===== src/rtl/multicycle_ctrl_unit.sv =====
`default_nettype none
// ============================================================================
// multicycle_ctrl_unit : FETCH/DECODE/EXEC/MEM/WB control FSM for a multicycle
//                        RV32-style datapath, with sticky illegal/timeout traps.
// Revision: 1.0
// ============================================================================
module multicycle_ctrl_unit #(
  parameter int SUPPORT_JAL = 1,
  parameter int MEM_TIMEOUT = 16
) (
  input  logic       clk,
  input  logic       rst,
  input  logic [6:0] opcode,
  input  logic [2:0] funct3,
  input  logic [6:0] funct7,
  input  logic       instr_valid,
  input  logic       mem_ready,
  input  logic       br_taken,
  output logic       fetch_req,
  output logic       ir_write,
  output logic       pc_write,
  output logic       pc_src,
  output logic [1:0] alu_op,
  output logic       alu_src,
  output logic       mem_read,
  output logic       mem_write,
  output logic       mem_to_reg,
  output logic       reg_write,
  output logic       branch,
  output logic       jump,
  output logic       illegal,
  output logic       timeout,
  output logic [2:0] state
);

  typedef enum logic [2:0] {
    S_FETCH  = 3'b000,
    S_DECODE = 3'b001,
    S_EXEC   = 3'b010,
    S_MEM    = 3'b011,
    S_WB     = 3'b100,
    S_TRAP   = 3'b101
  } state_t;

  typedef enum logic [2:0] {
    C_NONE   = 3'd0,
    C_LOAD   = 3'd1,
    C_STORE  = 3'd2,
    C_R      = 3'd3,
    C_I      = 3'd4,
    C_BRANCH = 3'd5,
    C_JAL    = 3'd6
  } class_t;

  localparam logic [6:0] c_OP_LOAD   = 7'b0000011;
  localparam logic [6:0] c_OP_STORE  = 7'b0100011;
  localparam logic [6:0] c_OP_R      = 7'b0110011;
  localparam logic [6:0] c_OP_I      = 7'b0010011;
  localparam logic [6:0] c_OP_BRANCH = 7'b1100011;
  localparam logic [6:0] c_OP_JAL    = 7'b1101111;
  localparam logic [7:0] c_WAIT_LAST = 8'(MEM_TIMEOUT - 1);

  state_t     r_state;
  state_t     w_next;
  class_t     r_class;
  class_t     w_class;
  logic       w_legal;
  logic       w_f7_ok;
  logic [7:0] r_wait;
  logic       r_illegal;
  logic       r_timeout;

  assign w_f7_ok = (funct7 == 7'b0000000) || (funct7 == 7'b0100000);

  // Instruction classification; only consumed while in DECODE.
  always_comb begin
    w_class = C_NONE;
    w_legal = 1'b0;
    case (opcode)
      c_OP_LOAD: begin
        w_class = C_LOAD;
        w_legal = 1'b1;
      end
      c_OP_STORE: begin
        w_class = C_STORE;
        w_legal = 1'b1;
      end
      c_OP_R: begin
        w_class = C_R;
        w_legal = w_f7_ok;
      end
      c_OP_I: begin
        w_class = C_I;
        w_legal = !(((funct3 == 3'b001) || (funct3 == 3'b101)) && !w_f7_ok);
      end
      c_OP_BRANCH: begin
        w_class = C_BRANCH;
        w_legal = (funct3 != 3'b010) && (funct3 != 3'b011);
      end
      c_OP_JAL: begin
        w_class = C_JAL;
        w_legal = (SUPPORT_JAL != 0);
      end
      default: begin
        w_class = C_NONE;
        w_legal = 1'b0;
      end
    endcase
  end

  always_ff @(posedge clk) begin
    if (rst) begin
      r_state <= S_FETCH;
    end else begin
      r_state <= w_next;
    end
  end

  // Class register, MEM wait counter and sticky trap causes.
  always_ff @(posedge clk) begin
    if (rst) begin
      r_class   <= C_NONE;
      r_wait    <= 8'd0;
      r_illegal <= 1'b0;
      r_timeout <= 1'b0;
    end else begin
      if (r_state == S_DECODE) begin
        r_class <= w_class;
        if (!w_legal) begin
          r_illegal <= 1'b1;
        end
      end
      if ((r_state == S_MEM) && (w_next == S_TRAP)) begin
        r_timeout <= 1'b1;
      end
      if (r_state != S_MEM) begin
        r_wait <= 8'd0;
      end else if (!mem_ready) begin
        r_wait <= r_wait + 8'd1;
      end
    end
  end

  always_comb begin
    w_next     = r_state;
    fetch_req  = 1'b0;
    ir_write   = 1'b0;
    pc_write   = 1'b0;
    pc_src     = 1'b0;
    alu_op     = 2'b00;
    alu_src    = 1'b0;
    mem_read   = 1'b0;
    mem_write  = 1'b0;
    mem_to_reg = 1'b0;
    reg_write  = 1'b0;
    branch     = 1'b0;
    jump       = 1'b0;

    case (r_state)
      S_FETCH: begin
        fetch_req = 1'b1;
        if (instr_valid) begin
          ir_write = 1'b1;
          pc_write = 1'b1;
          w_next   = S_DECODE;
        end
      end
      S_DECODE: begin
        w_next = w_legal ? S_EXEC : S_TRAP;
      end
      S_EXEC: begin
        case (r_class)
          C_LOAD, C_STORE: begin
            alu_src = 1'b1;
            w_next  = S_MEM;
          end
          C_R: begin
            alu_op = 2'b01;
            w_next = S_WB;
          end
          C_I: begin
            alu_op  = 2'b11;
            alu_src = 1'b1;
            w_next  = S_WB;
          end
          C_BRANCH: begin
            branch   = 1'b1;
            alu_op   = 2'b10;
            pc_write = br_taken;
            pc_src   = 1'b1;
            w_next   = S_FETCH;
          end
          C_JAL: begin
            jump      = 1'b1;
            reg_write = 1'b1;
            pc_write  = 1'b1;
            pc_src    = 1'b1;
            w_next    = S_FETCH;
          end
          default: w_next = S_FETCH;
        endcase
      end
      S_MEM: begin
        mem_read  = (r_class == C_LOAD);
        mem_write = (r_class == C_STORE);
        // A ready in the last allowed cycle completes the access instead of trapping.
        if (mem_ready) begin
          w_next = (r_class == C_LOAD) ? S_WB : S_FETCH;
        end else if (r_wait == c_WAIT_LAST) begin
          w_next = S_TRAP;
        end
      end
      S_WB: begin
        reg_write  = 1'b1;
        mem_to_reg = (r_class == C_LOAD);
        w_next     = S_FETCH;
      end
      S_TRAP: begin
        w_next = S_TRAP;
      end
      default: w_next = S_FETCH;
    endcase

    // Every output is forced low while reset is held.
    if (rst) begin
      fetch_req  = 1'b0;
      ir_write   = 1'b0;
      pc_write   = 1'b0;
      pc_src     = 1'b0;
      alu_op     = 2'b00;
      alu_src    = 1'b0;
      mem_read   = 1'b0;
      mem_write  = 1'b0;
      mem_to_reg = 1'b0;
      reg_write  = 1'b0;
      branch     = 1'b0;
      jump       = 1'b0;
    end
  end

  assign illegal = r_illegal && !rst;
  assign timeout = r_timeout && !rst;
  assign state   = rst ? 3'b000 : r_state;

endmodule
`default_nettype wire


===== config.mk =====
export PLATFORM = sky130hd
export DESIGN_NAME = multicycle_ctrl_unit
export DESIGN_NICKNAME = d
export VERILOG_FILES = /design/src/rtl/multicycle_ctrl_unit.sv
export SDC_FILE = /design/constraint.sdc
export NUM_CORES = 1
export LEC_CHECK = 0
export CAP_MARGIN = 20
export CORE_UTILIZATION = 39
export DETAILED_ROUTE_END_ITERATION = 10
export GPL_TIMING_DRIVEN = 1
export PLACE_DENSITY = 0.75
export SYNTH_ARGS = -nofsm -noshare
export SYNTH_HDL_FRONTEND = slang
export SYNTH_SLANG_ARGS = --single-unit

===== constraint.sdc =====
create_clock -name clk -period 1.3 [get_ports clk]
set_input_delay 0.26 -clock clk [delete_from_list [all_inputs] [get_ports clk]]
set_output_delay 0.26 -clock clk [all_outputs]
set_load 0.01 [all_outputs]

**After elaboration in Yosys (flattened, before gate mapping)**

Index checks and enable logic that the tools add are counted.

- Bits of input ports: 22
- Flip-flop bits (word level): 16

- Reduce and logical (&&, ||, !) cells: 19
- Muxes and demuxes: 41
- Equality and inequality tests: 25
- Add/sub/neg operators: 1
- Bitwise operators: 1

Operators by type and width:

| operator | number |
|---|---|
| 1-bit 2-to-1 mux | 25 |
| 3-bit == test, second input constant | 7 |
| 7-bit by 6-bit == test with 1-bit output, second input constant | 3 |
| 3-bit 2-to-1 mux | 6 |
| 3-bit one-hot mux with 6 select lines | 1 |
| 3-bit one-hot mux with 5 select lines | 1 |
| 7-bit == test, second input constant | 2 |
| 3-bit by 2-bit == test with 1-bit output, second input constant | 4 |
| 3-bit by 1-bit == test with 1-bit output, second input constant | 3 |
| 3-bit by 2-bit inequality test with 1-bit output, second input constant | 3 |
| 8-bit by 1-bit adder with 8-bit output, second input constant | 1 |
| 8-bit by 4-bit == test with 1-bit output, second input constant | 1 |
| 2-bit OR reduction | 4 |
| 7-bit by 2-bit == test with 1-bit output, second input constant | 1 |
| 7-bit by 5-bit == test with 1-bit output, second input constant | 1 |
| 7-bit zero test | 1 |
| 1-bit one-hot mux with 2 select lines | 3 |
| 2-bit one-hot mux with 3 select lines | 1 |
| 3-bit one-hot mux with 2 select lines | 1 |
| 3-bit OR reduction | 2 |
| 1-bit logical AND | 5 |
| 2-bit 2-to-1 mux | 2 |
| 1-bit one-hot mux with 4 select lines | 1 |
| 1-bit zero test | 3 |
| 4 further kinds | 5 |

**Depth between registers and ports, before layout**

Gate-level depths: netlist of the first run.

- Word-level depth: 10
- Gate-level depth with buffers: 6
- Gate-level depth less buffers: 6

**Worst setup path before layout of the first run**

Ideal clock, no wire load.

- Path kind: reg2out
- From: register r_state[2]
- To: output mem_to_reg
- Setup slack: -0.192 ns
- Required time: 1.040 ns
- Stages on the path, launching flop included: 4
- Arrival: 1.232 ns
- Cells stage by stage: dfxtp_1 -> buf_2 -> nor2b_1 -> nor4bb_1

- Cells in the longest elaborated chain, start to end: 3

RTL lines:

| what | RTL line | text |
|---|---|---|
| from (decl) | 63 | `state_t r_state;` |
| from (signal assigned) | 115 | `r_state <= w_next;` |
| 3-bit == test | 159 | `case (r_state)` |
| 1-bit 2-to-1 mux | 159 |  |
| 1-bit 2-to-1 mux | 225 | `if (rst) begin` |
| to (decl) | 27 | `output logic mem_to_reg,` |

Every way passes these cells.

**Final worst setup path of the first run**

- From: register r_class[0]
- To: output alu_src

- Cells in the longest elaborated chain, start to end: 5
- Elaborated cells between the ends (all ways): 7
- Those cells by class: eq/ne: 3; mux: 3; reduce/logical: 1

RTL lines:

| what | RTL line | text |
|---|---|---|
| from (decl) | 65 | `class_t r_class;` |
| from (signal assigned) | 128 | `r_class <= w_class;` |
| 3-bit by 1-bit == test with 1-bit output, or another cell as far along | 172 | `case (r_class)` |
| 3-bit OR reduction (no source line) * | n/a |  |
| 1-bit 2-to-1 mux * | 172 |  |
| 1-bit 2-to-1 mux * | 159 |  |
| 1-bit 2-to-1 mux * | 225 |  |
| to (decl) | 24 | `output logic alu_src,` |

Every way passes the cells marked *; elsewhere a longest branch is shown, timed or not.

==> results of run 1 <==
==> critical path, cell delays in order (launching register included) <==
cell and delay, ns:
dfxtp_4 0.40, xnor2_2 0.15, or2_4 0.26, a211oi_4 0.22, buf_2 0.18
==> where the power goes <==
group | total, W | internal, W | switching (W)
Combinational | 0.000983 | 0.000485 | 0.000498
Sequential | 0.000570 | 0.000525 | 0.0000444
Clock | 0.000376 | 0.000172 | 0.000204
==> area by class of cell <==
cell class	instances	area, µm²
well taps	30	37.5
repair buffers	98	873
flip-flops and latches	16	344
fillers	58	120
clock buffers	4	36.3
multi-input cells	119	1120
inverters	2	12.5
==> through the flow <==
stage               hold slack [ns]  TNS (ns)   util  setup WS, ns
finish                        0.507     -6.70  0.953        -0.511
global route                  0.513     -7.77  0.953        -0.584
CTS                           0.497     -4.43  0.811        -0.426
detailed placement            0.529    -18.81  0.708        -0.912
global placement              0.501    -17.44  0.708        -0.873
floorplan                     0.432   -0.0549      -       -0.0163
==> cells by family (layout without fill, tap and decap cells) <==
group	count (synthesis)	count (layout)	share of synthesized area
AO/OA/AOI/OAI	22	22	0.131
XOR/XNOR	10	10	0.0814
adder cells (fa/ha/maj)	1	1	0.0116
buffers and inverters	12	104	0.0581
flip-flops	16	16	0.298
multiplexers	1	1	0.00930
AND/OR/NAND/NOR	85	85	0.410
==> registers in the layout, indices dropped and copies added (netlist names) <==
name,cells
r_state,3
r_class,3
r_wait,8
r_timeout,1
r_illegal,1
==> how the worst max path moves through the flow <==
| stage | depth (start not counted) | startpoint | endpoint | slack [ns] |
|---|---|---|---|---|
| floorplan | 4 | r_state[2] | mem_read | -0.02 |
| global placement | 4 | rst | alu_src | -0.87 |
| detailed placement | 4 | rst | alu_src | -0.91 |
| CTS | 3 | r_state[0] | alu_src | -0.43 |
| global route | 6 | r_state[0] | jump | -0.58 |
| finish | 4 | r_class[0] | alu_src | -0.51 |
==> per-layer routing <==
metal | part of all wire | vias to the layer above | track usage
li1 | - | 705 | -
met1 | 0.38 | 768 | 0.363
met2 | 0.47 | 128 | 0.579
met3 | 0.095 | 38 | 0.0611
met4 | 0.057 | 0 | 0.137
met5 | 0 | - | 0
==> what timing repair did <==
item,in CTS,in global routing
resized for setup,139,66
hold buffers,0,0
buffers inserted,11,15
setup endpoints to repair,28,27
pin swaps,19,30
==> layout by cell type, fill, tap and decap left out, drive strengths merged, types with 3 or more instances in the layout <==
| cell type | instances |
|---|---|
| nand2b | 3 |
| nand3b | 3 |
| nor3 | 11 |
| clkdlybuf4s50 | 10 |
| xnor2 | 6 |
| nor2 | 27 |
| clkbuf | 4 |
| xor2 | 4 |
| a21oi | 5 |
| dlygate4sd2 | 5 |
| nand2 | 11 |
| nand3 | 7 |
| dfxtp | 16 |
| nor2b | 7 |
| dlymetal6s2s | 4 |
| buf | 77 |
| and3 | 4 |
| o21ai | 6 |
==> results by group, run 1 <==
Min path
  • Worst min-delay path class: in -> reg
  • Hold wc startpoint: rst
  • Worst Hold Endpoint: r_class[1]
  • Hold depth: 3

Layout
  • Layout Nets: between 200 and 300
  • Fin cells: between 200 and 300
  • P&R area growth vs syn: 125%
  • Antenna cell count: 0
  • Design Area, Final: roughly 0.0024 mm²
  • Layout cells sized above 1: 0.661

Detailed routing
  • Vias per inst: 6.09
  • Total Wirelength: 6.18 mm
  • Wire per inst: about 23 µm
  • Drt drc: 0
  • Total number of vias: roughly 1,600
  • Drt pass-1 iters: 5
  • Initial drt markers: 80
  • Post-DRT Antenna Nets: 0

Clock network
  • Clock H-tree levels: 1
  • CTS tree: yes
  • Deepest clock path buffer count: 2
  • Clock root buffer: clkbuf_4
  • Clk sinks: 16
  • CTS buffer count: 3
  • Clk_lat worst skew: approximately 0.33 ns
  • Clk pin slew, worst setup/hold paths: about 0.12 ns

Logic synthesis
  • Register area share after synthesis: 0.298
  • Netlist cell types: 39
  • Synth top area share: 0.298
  • Syn_area_per_cell: roughly 7.3 µm²
  • Post-synth EDFFs: 0
  • Yosys warnings: 0
  • Mapped Nets: 170
  • Commonest cells post-synth: nor2_1 (27), dfxtp_1 (16), nand2_1 (11), nor3_1 (11)
  • Synth Cell Area: about 0.0011 mm²
  • Register bit total from synthesis: 16
  • Most frequent cell after synthesis: nor2_1
  • Mapped Cells: 147
  • Synth area leaders: dfxtp_1 (30%), nor2_1 (9.4%), nor3_1 (5.1%), xnor2_1 (4.9%), nor2b_1 (4.1%)
  • Async SR Flop Fraction: 0
  • Yosys top cell by area: dfxtp_1
  • Dominant synthesized flop cell: dfxtp_1

Critical path
  • Worst r2r src: r_class[0]
  • Critical Path Start Type: flop
  • R2R cell count: 6
  • Worst Path Required: about 1.0 ns
  • Crit Path Class: reg -> out
  • Reg2reg setup slack: -0.14 ns
  • CP Capture Type: output port
  • WP data arrival: ~1.6 ns
  • RR Endpoint: r_timeout
  • Max FO, Critical Path: 6

Power
  • PwrDens: about 800 mW/mm²
  • Pleak: 0.964 nW
  • Maximum VDD drop: 1.07 mV
  • Power Total: slightly below 0.002 W

GRT
  • Antenna violations before repair: 0
  • Total GRT Usage: 0.321
  • Total global routing overflow: 0
  • Number of global-route vias before repair: 1,402
  • First-pass GRT wire length: around 6.5 mm
  • Largest net degree at the start of global routing: 10

Run status
  • Outcome: complete, but fails checks
  • Failing checks: setup timing

STA
  • Final worst slack: -0.511 ns
  • Setup Viol. Count Final: 27
  • Minimum clock period: roughly 1.8 ns
  • Fmax: 552 MHz
  • RSZ-0062 raised after global routing: yes
  • Tcrit/Tclk final: 1.39
  • Actual slew at the worst max-slew pin: 0.296 ns
  • Final Max Slew Viols: 0
  • Worst slew margin: 0.800
  • Final hold vios: 0
  • Worst clock skew: about 0.024 ns

Floorplan
  • Core area: between 0.002 and 0.003 mm²
  • Vert. Die Dim: around 55 µm
  • I/O pin cnt: 40
  • Initial Utilization: 0.423
  • Die X: about 55 µm
  • Row Count: 18
  • Die footprint: approximately 0.0030 mm²

Place
  • Count of buffers from port buffering: 38
  • DPL Wire Length: about 2.8 mm
  • DP Cell Count: 245
  • Gpl congestion: between 0.8 and 0.9
  • Dpl cell area: 0.00180 mm²

Flow run
  • Max_cap viols: 0
No activity file was read; power rests on OpenSTA's default activity.
==> run 2, diff against run 1 <==
--- a/config.mk
+++ b/config.mk
@@ -6,10 +6,10 @@
 export NUM_CORES = 1
 export LEC_CHECK = 0
 export CAP_MARGIN = 20
-export CORE_UTILIZATION = 39
+export CORE_UTILIZATION = 47
 export DETAILED_ROUTE_END_ITERATION = 10
 export GPL_TIMING_DRIVEN = 1
-export PLACE_DENSITY = 0.75
+export PLACE_DENSITY = 0.84
 export SYNTH_ARGS = -nofsm -noshare
 export SYNTH_HDL_FRONTEND = slang
 export SYNTH_SLANG_ARGS = --single-unit
==> constraint.sdc (replaced) <==
create_clock -name clk -period 2.1 [get_ports clk]
set_input_delay 0.42 -clock clk [delete_from_list [all_inputs] [get_ports clk]]
set_output_delay 0.42 -clock clk [all_outputs]
set_load 0.01 [all_outputs]
==> run 2 against run 1 <==
  * The run now ends clean
  * Routed wire length is 55% lower
  * Critical path depth stayed put
  * Global-route usage decreased by 6.9 points
  * Register-to-register slack better by 0.77 ns
  * Final cell count is 16% lower
  * Via count is 25% lower
  * Non-clock buffer count is 40 lower
  * Power decreased by 58%
  * Clock power fell by 58%
  * First-iteration DRC count fell by 66%
  * Sequential power decreased by 40%
  * Hold slack improved by 0.025 ns
  * Critical path type unchanged
  * Largest power group is now sequential cells
==> results by group, run 2 (synthesis results as in run 1) <==
Run status
  • Outcome: complete, no violations

GRT
  • Number of global-route vias before repair: 1,159 (-17%)
  • Antenna violations before repair: 0 (unchanged)
  • Total global routing overflow: 0 (unchanged)
  • First-pass GRT wire length: 4.84 mm (-26%)
  • Largest net degree at the start of global routing: 11 (+1)
  • Total GRT Usage: 0.252 (-0.0693)

Power
  • Power Total: 0.000803 W (-58%)
  • PwrDens: 497 mW/mm² (-38%)
  • Sw Share: 0.321 (-0.0658)
  • Switching Power: 0.000258 W (-65%)
  • Pleak: 0.652 nW (-32%)
  • Share of power burned in registers: 0.429 (+0.134)
  • Clock Power Share: 0.198 (+0.003)
  • Combinational Power Share: 0.373 (-0.137)
  • Maximum VDD drop: 0.374 mV (-65%)
  • Int Power: 0.000545 W (-54%)

Critical path
  • Slowest stage delay, CP: 0.34 ns (-0.06 ns)
  • Crit Path Class: reg -> out
  • Slowest stage cell on the critical path: dfxtp_1
  • Worst Path Required: 1.68 ns (+0.64 ns)
  • Critical path cell sequence: xnor2_1 -> or2_2 -> a211oi_1 -> dlygate4sd2_1
  • Critical Path Start Type: flop
  • WP data arrival: 1.61 ns (+0.06 ns)
  • Max FO, Critical Path: 3 (-3)
  • Critical path's top delay family: flip-flops
  • CP Capture Type: output port
  • Buf+Inv Stages, Crit Path: 1 (unchanged)

Floorplan
  • Row Count: 16 (-2)
  • Vert. Die Dim: 49.8 µm (-8.6%)
  • Die footprint: 0.00248 mm² (-16%)
  • Initial Utilization: 0.522 (+0.0990)
  • I/O pin cnt: 40 (unchanged)
  • Die X: 49.8 µm (-8.6%)
  • Core area: 0.00206 mm² (-19%)

Place
  • Gpl congestion: 0.855 (-0.44%)
  • Count of buffers from port buffering: 38 (unchanged)
  • DP Cell Count: 219 (-11%)
  • Place WS: -0.412 ns (+0.501 ns)
  • DPL Wire Length: 2.30 mm (-16%)

Layout
  • Fin cells: 225 (-16%)
  • Commonest non-fill, non-tap cell in the layout: nor2_1
  • P&R area growth vs syn: 50.2%
  • Layout Nets: 223 (-15%)
  • Layout cells sized above 1: 0.162 (-0.499)
  • Most flops, register: r_wait
  • Antenna cell count: 0 (unchanged)
  • Commonest non-fill, non-tap cells in the layout: nor2_1 (27), clkdlybuf4s50_1 (24), buf_4 (18)
  • Largest register FFs: 8 (unchanged)
  • Largest regs: r_wait (8), r_class (3), r_state (3)

Clock network
  • Clock root buffer: clkbuf_4
  • Clock H-tree levels: 1 (unchanged)
  • Hold_buf cts: 0 (unchanged)
  • Clk_lat worst skew: 0.28 ns (-0.05 ns)
  • Clk sinks: 16 (unchanged)
  • CTS tree: yes
  • Clk pin slew, worst setup/hold paths: 0.09 ns (-0.03 ns)
  • Deepest clock path buffer count: 2 (unchanged)
  • CTS buffer count: 3 (unchanged)

STA
  • Setup Viol. Count Final: 0 (-100%)
  • Actual slew at the worst max-slew pin: 0.286 ns (-0.0105 ns)
  • Final hold vios: 0 (unchanged)
  • Worst clock skew: 0.00689 ns (-0.0171 ns)
  • Final Max Slew Viols: 0 (unchanged)
  • Tcrit/Tclk final: 0.968
  • TNS Setup: 0 ns (+6.70 ns)
  • Fmax: around 490 MHz
  • RSZ-0062 raised after global routing: no
  • Hold slack: 0.532 ns (+0.0247 ns)
  • Minimum clock period: around 2 ns
  • Final worst slack: 0.0668 ns (+0.578 ns)
  • Worst slew margin: 0.807 (+0.00646)

Detailed routing
  • Drt pass-1 iters: 4 (-1)
  • Total Wirelength: 2.81 mm (-55%)
  • Wire per inst: 12.5 µm (-46%)
  • Drt drc: 0 (unchanged)
  • Initial drt markers: 27 (-66%)
  • Total number of vias: 1,230 (-25%)
  • Vias per inst: 5.47 (-10%)
  • Post-DRT Antenna Nets: 0 (unchanged)

Flow run
  • Max_cap viols: 0 (unchanged)

Min path
  • Worst min-delay path class: reg -> reg
==> run 2: final timing paths <==
kind | start | end | slack, ns | cells after the start
setup reg to reg | r_state[0] | r_class[2] | 0.63 | 6
setup / recovery | r_class[1] | alu_src | 0.07 | 4
hold / removal | r_wait[7] | r_wait[7] | 0.53 | 2
hold reg to reg | r_wait[7] | r_wait[7] | 0.53 | 2
==> run 2: cell type report <==
class,count,area (µm²)
fill,154,445
inverter,2,7.51
tap,27,33.8
clock buffer,3,22.5
multi-input combinational,119,709
sequential,16,325
timing repair buffer,58,518
==> run 2: power by group through the flow <==
stage / clock, W / combinational, W / sequential [W]
floorplan: 0 / 0.000155 / 0.000339
global placement: 0 / 0.000288 / 0.000346
detailed placement: 0 / 0.000295 / 0.000348
CTS: 0.000163 / 0.000299 / 0.000343
global route: 0.000175 / 0.000325 / 0.000346
finish: 0.000159 / 0.000300 / 0.000344
==> run 2: routing by layer <==
metal | share of wire | vias up | track usage
met2 | 0.53 | 40 | 0.484
met1 | 0.41 | 568 | 0.278
met3 | 0.049 | 4 | 0.0432
li1 | - | 618 | -
met5 | 0 | - | 0
met4 | 0.0075 | 0 | 0.0667
==> run 2: timing repair <==
action | CTS | global route
resized for setup | 24 | 8
endpoints found under the setup margin | 18 | 5
setup buffers | 3 | 0
pin swaps | 1 | 2
==> run 2: through the flow <==
stage | area (µm²) | util
finish | 1620 | 0.784
CTS | 1610 | 0.779
global route | 1620 | 0.784
floorplan | 1080 | -
global placement | 1560 | 0.758
detailed placement | 1560 | 0.758
==> run 2: worst reg2reg max path, delay by kind of cell, from the launching register on <==
| family | cells | cell delay, ns |
|---|---|---|
| buffers and inverters | 2 | 0.31 |
| AOI/OAI and AO/OA | 1 | 0.21 |
| and+or+nand+nor | 3 | 0.52 |
| DFF | 1 | 0.34 |
